<file path="config.mk">
export PLATFORM = sky130hd
export DESIGN_NAME = fanout_broadcast
export DESIGN_NICKNAME = d
export VERILOG_FILES = /design/src/rtl/fanout_broadcast.sv
export SDC_FILE = /design/constraint.sdc
export NUM_CORES = 1
export LEC_CHECK = 0
export ABC_AREA = 1
export CORE_ASPECT_RATIO = 1.25
export CORE_UTILIZATION = 35
export DETAILED_ROUTE_END_ITERATION = 10
export PLACE_DENSITY = 0.62
export RECOVER_POWER = 50
export SYNTH_ARGS = -nofsm -noshare
export SYNTH_HDL_FRONTEND = slang
export SYNTH_SLANG_ARGS = --single-unit
</file>
<file path="constraint.sdc">
create_clock -name clk -period 2.02 [get_ports clk]
set_input_delay 0.202 -clock clk [delete_from_list [all_inputs] [get_ports clk]]
set_output_delay 0.202 -clock clk [all_outputs]
set_load 0.02 [all_outputs]
</file>
<file path="src/rtl/fanout_broadcast.sv">
`default_nettype none
// +-----------------------------------------------------------------------------+
// | Module   : fanout_broadcast                                                 |
// | Brief    : Broadcasts one upstream token to a selectable set of consumers,  |
// |            tracking per-destination delivery with pending bits.             |
// | Revision : 1.0                                                              |
// +-----------------------------------------------------------------------------+
module fanout_broadcast #(
   parameter int NUM_OUT    = 6,
   parameter int DATA_WIDTH = 17
) (
   input  logic                  clk,
   input  logic                  rst_n,
   input  logic                  clk_en,
   input  logic                  flush,
   input  logic [NUM_OUT-1:0]    enable,
   input  logic [NUM_OUT-1:0]    sel_mask,
   input  logic [DATA_WIDTH-1:0] in_data,
   input  logic                  in_valid,
   output logic                  in_ready,
   output logic [DATA_WIDTH-1:0] out_data,
   output logic [NUM_OUT-1:0]    out_valid,
   input  logic [NUM_OUT-1:0]    out_ready,
   output logic                  busy,
   output logic [15:0]           drop_count
);

   localparam logic [15:0] c_drop_max = 16'hFFFF;

   logic                  r_full;
   logic [NUM_OUT-1:0]    r_pend;
   logic [DATA_WIDTH-1:0] r_data;
   logic [15:0]           r_drop_count;

   logic [NUM_OUT-1:0]    w_active;
   logic                  w_any_active;
   logic                  w_done;
   logic                  w_in_fire;
   logic                  w_load;
   logic                  w_drop;
   logic [NUM_OUT-1:0]    w_out_fire;

   assign w_active     = enable & sel_mask;
   assign w_any_active = |w_active;

   // Done means every still-pending destination handshakes this very cycle.
   assign w_done       = r_full & ((r_pend & ~out_ready) == '0);

   assign in_ready     = rst_n & clk_en & ~flush & (~r_full | w_done);
   assign w_in_fire    = in_valid & in_ready;
   assign w_load       = w_in_fire & w_any_active;
   assign w_drop       = w_in_fire & ~w_any_active;

   assign out_valid    = r_pend & {NUM_OUT{clk_en & r_full}};
   assign w_out_fire   = out_valid & out_ready;
   assign out_data     = r_data;
   assign busy         = r_full;
   assign drop_count   = r_drop_count;

   always_ff @(posedge clk or negedge rst_n) begin
      if (!rst_n) begin
         r_full       <= 1'b0;
         r_pend       <= '0;
         r_data       <= '0;
         r_drop_count <= '0;
      end else if (clk_en) begin
         if (flush) begin
            r_full       <= 1'b0;
            r_pend       <= '0;
            r_drop_count <= '0;
         end else begin
            // A load on the completion edge replaces the old token outright.
            if (w_load) begin
               r_data <= in_data;
               r_pend <= w_active;
               r_full <= 1'b1;
            end else if (w_done) begin
               r_pend <= '0;
               r_full <= 1'b0;
            end else begin
               r_pend <= r_pend & ~w_out_fire;
            end

            if (w_drop && (r_drop_count != c_drop_max)) begin
               r_drop_count <= r_drop_count + 16'd1;
            end
         end
      end
   end

endmodule
`default_nettype wire

</file>
==> impl_metrics.env <==
export IMPL_final_hold_worst_slack_ns=0.345
export IMPL_drc_markers=0
export IMPL_yosysTopAreaCellShare_pct=43.4
export IMPL_max_freq_ghz=0.509
export IMPL_port_buffers=80
export IMPL_post_cts_hold_buffer_count=0
export IMPL_die_extent_in_y_um=92.8
export IMPL_routed_via_density=4.61
export IMPL_layout_cell_share_with_drive_strength_beyond_1_pct=15.5
export IMPL_layout_nets=433
export IMPL_finalWirelength_um=6160
export IMPL_synth_cell_type_count=34
export IMPL_total_of_flip_flops_plus_latches_after_synthesis=40
export IMPL_worst_slew_pin_transition_ns=1.04
export IMPL_cap_violations=0
export IMPL_worst_hold_path_type="in2async"
export IMPL_count_of_warnings_emitted_by_yosys=0
export IMPL_crit_path_cell_trace="clkdlybuf4s50_1 > nand2_2 > nor2_1 > clkdlybuf4s50_1"
export IMPL_finalWeightedCongestion=0.854
export IMPL_finalCritPeriodShare_pct=97.2
export IMPL_critical_path_source_type="primary input"
export IMPL_overflow=0
export IMPL_dp_hpwl_um=4640
export IMPL_floorplan_core_area_sq_um=6290
export IMPL_setup_violations_final=0
export IMPL_power_leakage_nw=1.66
export IMPL_critical_path_n_buffers_inverters=2
export IMPL_routedWlPerCell_um=12.9
export IMPL_power_per_cell_area_nw_per_um2=652
export IMPL_initial_core_util_pct=36.7
export IMPL_synth_top_cells_by_area="sky130_fd_sc_hd__dfrtp_1, sky130_fd_sc_hd__nand2_1, sky130_fd_sc_hd__nand2_2"
export IMPL_io_pin_count=81
export IMPL_vias=2204
export IMPL_slew_headroom_pct=30.9
export IMPL_synth_yosys_seq_area_share_pct=43.4
export IMPL_postSynthNetCount=343
export IMPL_grt_max_degree=41
export IMPL_global_route_wire_length_before_repair_um=9940
export IMPL_synth_top_area_cell="sky130_fd_sc_hd__dfrtp_1"
export IMPL_slowest_stage="sky130_fd_sc_hd__clkdlybuf4s50_1"
export IMPL_largest_stage_delay_on_the_critical_path_ns=0.61
export IMPL_rsz0062_at_grt="no"
export IMPL_chipWidth_um=74.6
export IMPL_ctsLongestPathBuffers=2
export IMPL_timing_critical_path_max_delay_family="buffers and inverters"
export IMPL_final_min_clock_period_ns=1.96
export IMPL_run_status="finished clean"
export IMPL_skew_ns=0.00634
export IMPL_die_area_sq_um=6920
export IMPL_placement_rows=32
export IMPL_post_cts_repair_setup_buffers=0
export IMPL_wl_met2_um=3190
export IMPL_cp_data_arrival_time_ns=1.76
export IMPL_clock_latency_ns=0.29
export IMPL_crit_path_max_fanout=9
export IMPL_syn_cell_area_sq_um=2310
export IMPL_antenna_diode_count=0
export IMPL_cts_reportedPaths_clkPinSlew_ns=0.08
export IMPL_criticalPathCategory="in2out"
export IMPL_cp_data_required_time_ns=1.82
export IMPL_first_global_vias=2140
export IMPL_cts_root_buffer="sky130_fd_sc_hd__clkbuf_8"
export IMPL_number_of_clock_sinks_seen_by_cts=40
export IMPL_cp_common_cell="sky130_fd_sc_hd__clkdlybuf4s50_1"
export IMPL_final_antenna_net_count=0
export IMPL_cts_tree="done"
export IMPL_report_final_hold_viol_count=0
export IMPL_antenna_found_initial=0
export IMPL_detail_route_first_pass_iterations=4
export IMPL_first_iter_violations=80
export IMPL_cts_buffers=5
export IMPL_fillCellCount=645
export IMPL_syn2layout_area_growth_pct=44.8
export IMPL_critPathCaptureType="output pin"
export IMPL_routed_top_layer="met4"
export IMPL_final_util_pct=53.1
export IMPL_vdd_drop_max_mv=0.355
export IMPL_wl_met3_um=252
export IMPL_synthCells=302
export IMPL_final_max_slew_violation_count=0
export IMPL_h_tree_depth=2
export IMPL_drt_met1_wl_um=2670
export IMPL_synth_avg_cell_area_sq_um=7.64
export IMPL_global_route_usage_sum_pct=18.7
==> layer usage <==
metal / up-vias / global-route usage, %
li1: 1123 / -
met1: 1028 / 22.9
met2: 49 / 33.4
met3: 4 / 2.72
met4: 0 / 5.19
met5: - / 0
==> layout make-up <==
cell class | count | area, sq um | area share, %
multi-input combinational | 229 | 1140 | 34.2
clock inverter | 2 | 15.0 | 0.450
inverter | 24 | 103 | 3.07
timing repair buffer | 92 | 888 | 26.6
sequential | 40 | 1000 | 30.0
clock buffer | 6 | 82.6 | 2.47
tap | 85 | 106 | 3.18
==> state kept, by name (all words and copies together) (netlist names) <==
signal / flops
out_data: 17
drop_count: 16
r_pend: 6
busy: 1
==> worst paths after layout <==
path	startpoint	to	slack (ns)	cells after the start
min reg2reg	out_data[15]	out_data[15]	0.47	2
min in group clk	in_data[16]	out_data[16]	0.44	3
max	clk_en	out_valid[3]	0.06	4
min	rst_n	drop_count[5]	0.34	2
max reg2reg	drop_count[0]	drop_count[5]	0.28	9
max in group asynchronous	rst_n	busy	0.98	2
==> timing repair <==
item / CTS / global route
resized for setup: 2 / 4
hold endpoints to repair: 0 / 0
setup endpoints to repair: 7 / 6
==> cell usage in the layout, fill, tap and decap left out, drive strengths merged, types with 2 or more instances in the layout <==
| cell | n |
|---|---|
| nand3 | 15 |
| dlygate4sd3 | 19 |
| xnor2 | 3 |
| nand4 | 5 |
| nor3 | 6 |
| clkdlybuf4s50 | 56 |
| clkbuf | 8 |
| dfrtp | 40 |
| inv | 23 |
| buf | 11 |
| a21oi | 3 |
| clkinvlp | 2 |
| dlymetal6s2s | 3 |
| o211ai | 6 |
| o21ai | 8 |
| nor2 | 24 |
| nand2 | 150 |
| xor2 | 4 |
==> metrics by stage <==
| step | TNS (ns) | instance area (sq um) | cells | setup WS (ns) | total power (W) |
|---|---|---|---|---|---|
| after CTS | 0 | 3330 | 478 | 0.0112 | 0.00225 |
| final | 0 | 3340 | 478 | 0.0569 | 0.00218 |
| after global routing | 0 | 3340 | 478 | 0.00382 | 0.00230 |
| after floorplan | 0 | 2310 | 302 | 0.255 | 0.00131 |
| after detailed placement | -0.279 | 3240 | 470 | -0.0545 | 0.00167 |
| after global placement | -0.225 | 3240 | 470 | -0.0454 | 0.00167 |
==> Yosys cell counts (all sizes together) <==
| cell type | count |
|---|---|
| nand2 | 150 |
| dfrtp | 40 |
| nor2 | 24 |
| inv | 23 |
| nand3 | 15 |
| o21ai | 8 |
| buf | 6 |
| nor3 | 6 |
| o211ai | 6 |
| nand4 | 5 |
| xor2 | 4 |
| a21oi | 3 |
| clkbuf | 3 |
| xnor2 | 3 |
| a31o | 1 |
| a31oi | 1 |
| clkinv | 1 |
| ha | 1 |
| o21bai | 1 |
| o31ai | 1 |
==> power breakdown <==
part / leakage, nW / internal (W) / switching (W)
Clock: 0.0434 / 0.000276 / 0.000285
Combinational: 1.09 / 0.000294 / 0.000342
Sequential: 0.527 / 0.000909 / 0.0000690
Total: 1.66 / 0.00148 / 0.000697
==> logic make-up (layout without fill, tap and decap cells) <==
| group | count (synthesis) | after routing | synth area share [%] |
|---|---|---|---|
| xor gates and xnor gates | 7 | 7 | 2.66 |
| AOI/OAI and AO/OA | 21 | 21 | 6.13 |
| DFF | 40 | 40 | 43.4 |
| adders and majority gates | 1 | 1 | 0.543 |
| and+or+nand+nor | 200 | 200 | 40.1 |
| buffers and inverters | 33 | 124 | 7.16 |
Power figures use the tool's default switching activity.
==> RTL change 1 (same settings) <==
Set the parameter `NUM_OUT` to 7 (it was 6).
--- a/src/rtl/fanout_broadcast.sv
+++ b/src/rtl/fanout_broadcast.sv
@@ -8,3 +8,3 @@
 module fanout_broadcast #(
-   parameter int NUM_OUT    = 6,
+   parameter int NUM_OUT    = 7,
    parameter int DATA_WIDTH = 17
Interface: changed (resized enable, out_ready, out_valid and sel_mask); port bits go from 81 to 85. No check against the original RTL was run, so the function may have changed too.
==> RTL change 1 against the unedited design <==
  * Cell area increased by 4.1%
  * Via count increased by 8.0%
  * Synthesized cell count increased by 8.9%
  * Sequential power about the same
  * Maximum frequency increased by 11%
  * Power decreased by 0.37%
  * Area after synthesis increased by 2.6%
  * Largest cell class unchanged
  * Wire length increased by 2.8%
  * Sequential share of layout area decreased by 0.49 points
  * Sequential cell count increased by 1
  * Setup slack improved by 0.20 ns
==> RTL change 1: results (changes against the unedited design) <==
* Capture point of the worst reg-to-reg path: drop_count[0] (was drop_count[5])
* Worst EP arrival at 1.56 ns (was 1.76 ns)
* Post-synth top cells: 148 x nand2_1, 41 x dfrtp_1, 28 x inv_1 (was 124 x nand2_1, 40 x dfrtp_1, 22 x nand2_2)
* Total Routing Usage GR at 0.1945 (was 0.1874)
* Worst-path cell with the longest stage delay: dfrtp_1 (was clkdlybuf4s50_1)
* Largest net degree at the start of global routing at 42 (was 41)
* FF-to-FF setup slack at 0.31 ns (was 0.28 ns)
* Wire length per cell at 12.39 um (was 12.89 um)
* Share of cells above drive strength 1 at 0.09906 (was 0.1552)
* Crit. Startpoint: r_pend[1] (was clk_en)
* XOR/XNOR Fraction of Synth Area at 0.01481 (was 0.02659)
* Post-synthesis adder-cell area fraction at 0.005291 (was 0.005426)
* Synth unique cells at 31 (was 34)
* Post-Syn Nets at 373 (was 343)
* Skew final at 0.004686 ns (was 0.006337 ns)
* Largest register FFs at 17 (unchanged)
* Ranking of synthesized cells by area: dfrtp_1 43%, nand2_1 23%, inv_1 4.4%, nor2_1 4.3%, nand3_1 3.6% (was dfrtp_1 43%, nand2_1 20%, nand2_2 6.0%, nor2_1 3.4%, inv_1 3.3%)
* CTS Buf Count at 5 (unchanged)
* Cell Area, Placed at 3372 um^2 (was 3236 um^2)
* DRT iter0 DRCs at 103 (was 80)
* Peak VDD IR at 0.3907 mV (was 0.3555 mV)
* Nets at 467 (was 433)
* Max incr delay on CP at 0.43 ns (was 0.61 ns)
* Initial antenna violation count at 0 (unchanged)
* Vias at 2381 (was 2204)
* NetSw at 0.7083 mW (was 0.6968 mW)
* First-pass GRT wire length at 10.59 mm (was 9.942 mm)
* CP Max Fanout at 4 (was 9)
* Leakage at 1.837 nW (was 1.660 nW)
* Compound-Gate Fraction of Synth Area at 0.06561 (was 0.06131)
* Sequential fraction of the synthesis area at 0.4339 (was 0.4341)
* Routability Congestion at 0.8242 (was 0.8541)
* Worst-Margin Slew at 1.054 ns (was 1.037 ns)
* Setup crit end: in_ready (was out_valid[3])
* Status: finished clean (unchanged)
* CP delay by family, top: flip-flops (was buffers and inverters)
-- RTL change 1: changes by cell type after synthesis, sizes merged, moves of 2 or more --
| cell | delta |
|---|---|
| nor3 | -3 |
| nand3 | +3 |
| nand2 | +11 |
| a21oi | +2 |
| xor2 | -2 |
| nor2 | +5 |
| inv | +7 |
-- RTL change 1: metrics by stage --
stage | worst slack, ns | std cells | power, mW | TNS [ns] | hold slack [ns]
after floorplan | 0.2591 | 329 | 1.299 | 0 | -0.09359
after global placement | 0.005851 | 503 | 1.649 | 0 | 0.3933
after detailed placement | -0.0002699 | 503 | 1.660 | -0.0002699 | 0.3948
final | 0.2587 | 511 | 2.168 | 0 | 0.3252
after global routing | 0.1038 | 511 | 2.301 | 0 | 0.4295
after CTS | 0.01338 | 511 | 2.244 | 0 | 0.06593
-- RTL change 1: cell type report --
class	count	area, um^2
Clock inverter	3	25.02
Tap cell	87	108.9
Multi-Input combinational cell	248	1162
Sequential cell	41	1026
Fill cell	630	3089
Timing Repair Buffer	96	960.9
Inverter	31	123.9
Clock buffer	5	68.82
-- RTL change 1: timing repair --
action                                  in CTS  in global routing
setup buffers                                0                  0
pin swaps                                    0                  0
resized for setup                            1                  7
endpoints found under the setup margin       1                  7
hold buffers                                 0                  0
-- RTL change 1: routing by layer --
metal / vias up / track usage / part of all wire
li1: 1211 / - / -
met2: 73 / 0.3341 / 0.49
met1: 1083 / 0.2379 / 0.44
met4: 0 / 0.06636 / 0.018
met5: - / 0 / 0
met3: 14 / 0.03863 / 0.061
-- RTL change 1: power by group through the flow --
stage,Clock [mW],Sequential [mW],Combinational [mW]
after floorplan,0,1.11,0.190
after global placement,0,0.995,0.654
after detailed placement,0,1.00,0.660
after CTS,0.599,0.984,0.661
after global routing,0.624,0.998,0.679
final,0.569,0.980,0.619
==> RTL change 2 (same flow settings) <==
Made on the original files. Make the reset (`rst_n`) synchronous in one clocked block.
--- a/src/rtl/fanout_broadcast.sv
+++ b/src/rtl/fanout_broadcast.sv
@@ -59,3 +59,3 @@
 
-   always_ff @(posedge clk or negedge rst_n) begin
+   always_ff @(posedge clk) begin
       if (!rst_n) begin
Check against the original RTL: differs if rst_n is asserted again (counterexample within 4 cycles, from zero or initial values and one cycle with rst_n low); with rst_n held inactive, the same outputs for 4 cycles.
==> RTL change 2 against the unedited design <==
  * Sequential share of layout area down 6.2 points
  * Area after synthesis increased by 1.4%
  * Cell count grew 11%
  * Count of clock-buffer cells in the layout is 1 lower
  * Cell area up 1.0%
  * Wire length increased by 0.55%
  * Sequential cell count stayed put
  * Clock skew grew 0.00070 ns
  * Setup slack improved by 0.059 ns
  * Critical endpoint is now out_valid[0]
Power is not compared: it rests on default switching activity, and its combinational part moved more than twofold at a synthesized area within 25%.
==> RTL change 2: results (changes against the unedited design) <==
* CTS Buf Count at 5 (unchanged)
* Pre-CTS setup slack at 0.02279 ns (was -0.05455 ns)
* Hold EP: out_data[7]
* Total Routing Usage GR at 0.1893 (was 0.1874)
* Synth unique cells at 31 (was 34)
* FF-to-FF path depth at 10 (was 9)
* 1st-pass router iterations at 4 (unchanged)
* Worst hold path type: primary input to register (was primary input to asynchronous set/reset pin)
* Cell Area, Placed at 3291 um^2 (was 3236 um^2)
* Initial antenna violation count at 0 (unchanged)
* Post-synth top cells: 121 x nand2_1, 44 x a21oi_1, 40 x dfxtp_1 (was 124 x nand2_1, 40 x dfrtp_1, 22 x nand2_2)
* Clk root buf: clkbuf_8 (unchanged)
* Routability Congestion at 0.9025 (was 0.8541)
* Ant. Diodes at 0 (unchanged)
* FF-to-FF setup slack at 0.33 ns (was 0.28 ns)
* H-tree Lvls at 2 (unchanged)
* Relative slew margins at 0.7543 (was 0.3087)
* Status: finished clean (unchanged)
* Vias at 2475 (was 2204)
* Worst skew pair latency at 0.29 ns (about the same)
* Post-Syn Nets at 396 (was 343)
* Warnings, synthesis at 0 (unchanged)
* Synth Flop Type: dfxtp_1 (was dfrtp_1)
* Worst Hold Slack at 0.4540 ns (was 0.3449 ns)
* Skew final at 0.007037 ns (was 0.006337 ns)
* Peak VDD IR at 0.3340 mV
* DRT iter0 DRCs at 81 (was 80)
* Share of cells above drive strength 1 at 0.1126 (was 0.1552)
* Capture point of the worst reg-to-reg path: r_pend[3] (was drop_count[5])
* Crit. Startpoint: clk_en (unchanged)
* Nets at 484 (was 433)
* Asr flop ratio synth at 0 (was 1.000)
* WHS Path Cells at 3
* # port buffers at 80 (unchanged)
* Worst hold path startpoint: in_data[7]
* Largest register FFs at 17 (unchanged)
* Max clock buf depth at 2 (unchanged)
* Largest net degree at the start of global routing at 25 (was 41)
* DP Wirelength at 4.762 mm (was 4.644 mm)
* Post-CTS Setup Repair Bufs at 0 (unchanged)
* Leakage at 1.421 nW
* Worst reg2reg path startpoint: r_pend[5] (was drop_count[0])
* Sequential fraction of the synthesis area at 0.3424 (was 0.4341)
* NetSw at 0.4828 mW
* First-pass GRT wire length at 10.37 mm (was 9.942 mm)
* CP Max Fanout at 7 (was 9)
* Worst-path clk slew at 0.09 ns
* Ranking of synthesized cells by area: dfxtp_1 34%, nand2_1 19%, a21oi_1 9.4%, nand3_2 5.1%, nor2_1 5.1% (was dfrtp_1 43%, nand2_1 20%, nand2_2 6.0%, nor2_1 3.4%, inv_1 3.3%)
* Wire length per cell at 11.71 um (was 12.89 um)
* Vias in the first global route at 2358 (was 2140)
* Worst EP arrival at 1.70 ns (was 1.76 ns)
## RTL change 2: cell types whose count changed after synthesis, sizes merged, moves of 3 or more
cell | unedited run | this run
a21oi | 3 | 44
buf | 6 | 11
dfrtp | 40 | 0
dfxtp | 0 | 40
inv | 23 | 32
nand2 | 150 | 126
nand3 | 15 | 31
nor2 | 24 | 35
o211ai | 6 | 1
o21ai | 8 | 12
xnor2 | 3 | 0
## RTL change 2: worst max path at each step
| stage | end | slack [ns] | cells after the start |
|---|---|---|---|
| finish | out_valid[0] | 0.12 | 4 |
| global route | out_valid[5] | 0.03 | 4 |
| detailed placement | in_ready | 0.02 | 8 |
| global placement | in_ready | 0.03 | 8 |
| floorplan | drop_count[6] | 0.21 | 9 |
| CTS | in_ready | 0.03 | 8 |
## RTL change 2: cell type report
type                            count  area, um^2
Fill cell                         692        2952
Sequential cell                    40       802.0
Multi-Input combinational cell    267        1290
Tap cell                           85       106.4
Clock buffer                        5       68.82
Inverter                           33       127.6
Clock inverter                      3       46.29
Timing Repair Buffer               96       933.4
## RTL change 2: worst max-delay path, cell delays in order
cell and delay, ns:
clkdlybuf4s50_1 0.54, nand2_1 0.20, nor2_1 0.13, clkdlybuf4s50_1 0.62
## RTL change 2: stage by stage
step	util	instances
3_3_place_gp	0.5202	521
4_1_cts	0.5384	529
3_5_place_dp	0.5202	521
6_report	0.5334	529
5_1_grt	0.5334	529
2_1_floorplan	-	355
## RTL change 2: timing repair
action                     4_1_cts  5_1_grt
setup endpoints to repair        0        7
hold buffers                     0        0
gates resized for setup          0        2
## RTL change 2: logic make-up (layout without fill, tap and decap cells)
group                      Yosys count  after routing  synth area share
buffers and inverters               48            137           0.09202
adders and majority gates            1              1          0.005350
xor gates and xnor gates             4              4           0.01498
and+or+nand+nor                    201            201            0.3991
DFF                                 40             40            0.3424
AOI/OAI and AO/OA                   61             61            0.1461
## RTL change 2: layer usage
metal / wire length [um] / GRT usage / part of all wire
met1: 2803 / 0.2241 / 0.45
met2: 2979 / 0.3258 / 0.48
met3: 348 / 0.05388 / 0.056
met4: 64 / 0.05346 / 0.010
met5: 0 / 0 / 0
## RTL change 2: power by group through the flow
stage	combinational, mW	sequential (mW)	clock [mW]
3_3_place_gp	0.317	0.854	0
5_1_grt	0.338	0.838	0.737
2_1_floorplan	0.141	0.871	0
6_report	0.304	0.834	0.681
3_5_place_dp	0.318	0.854	0
4_1_cts	0.320	0.835	0.696
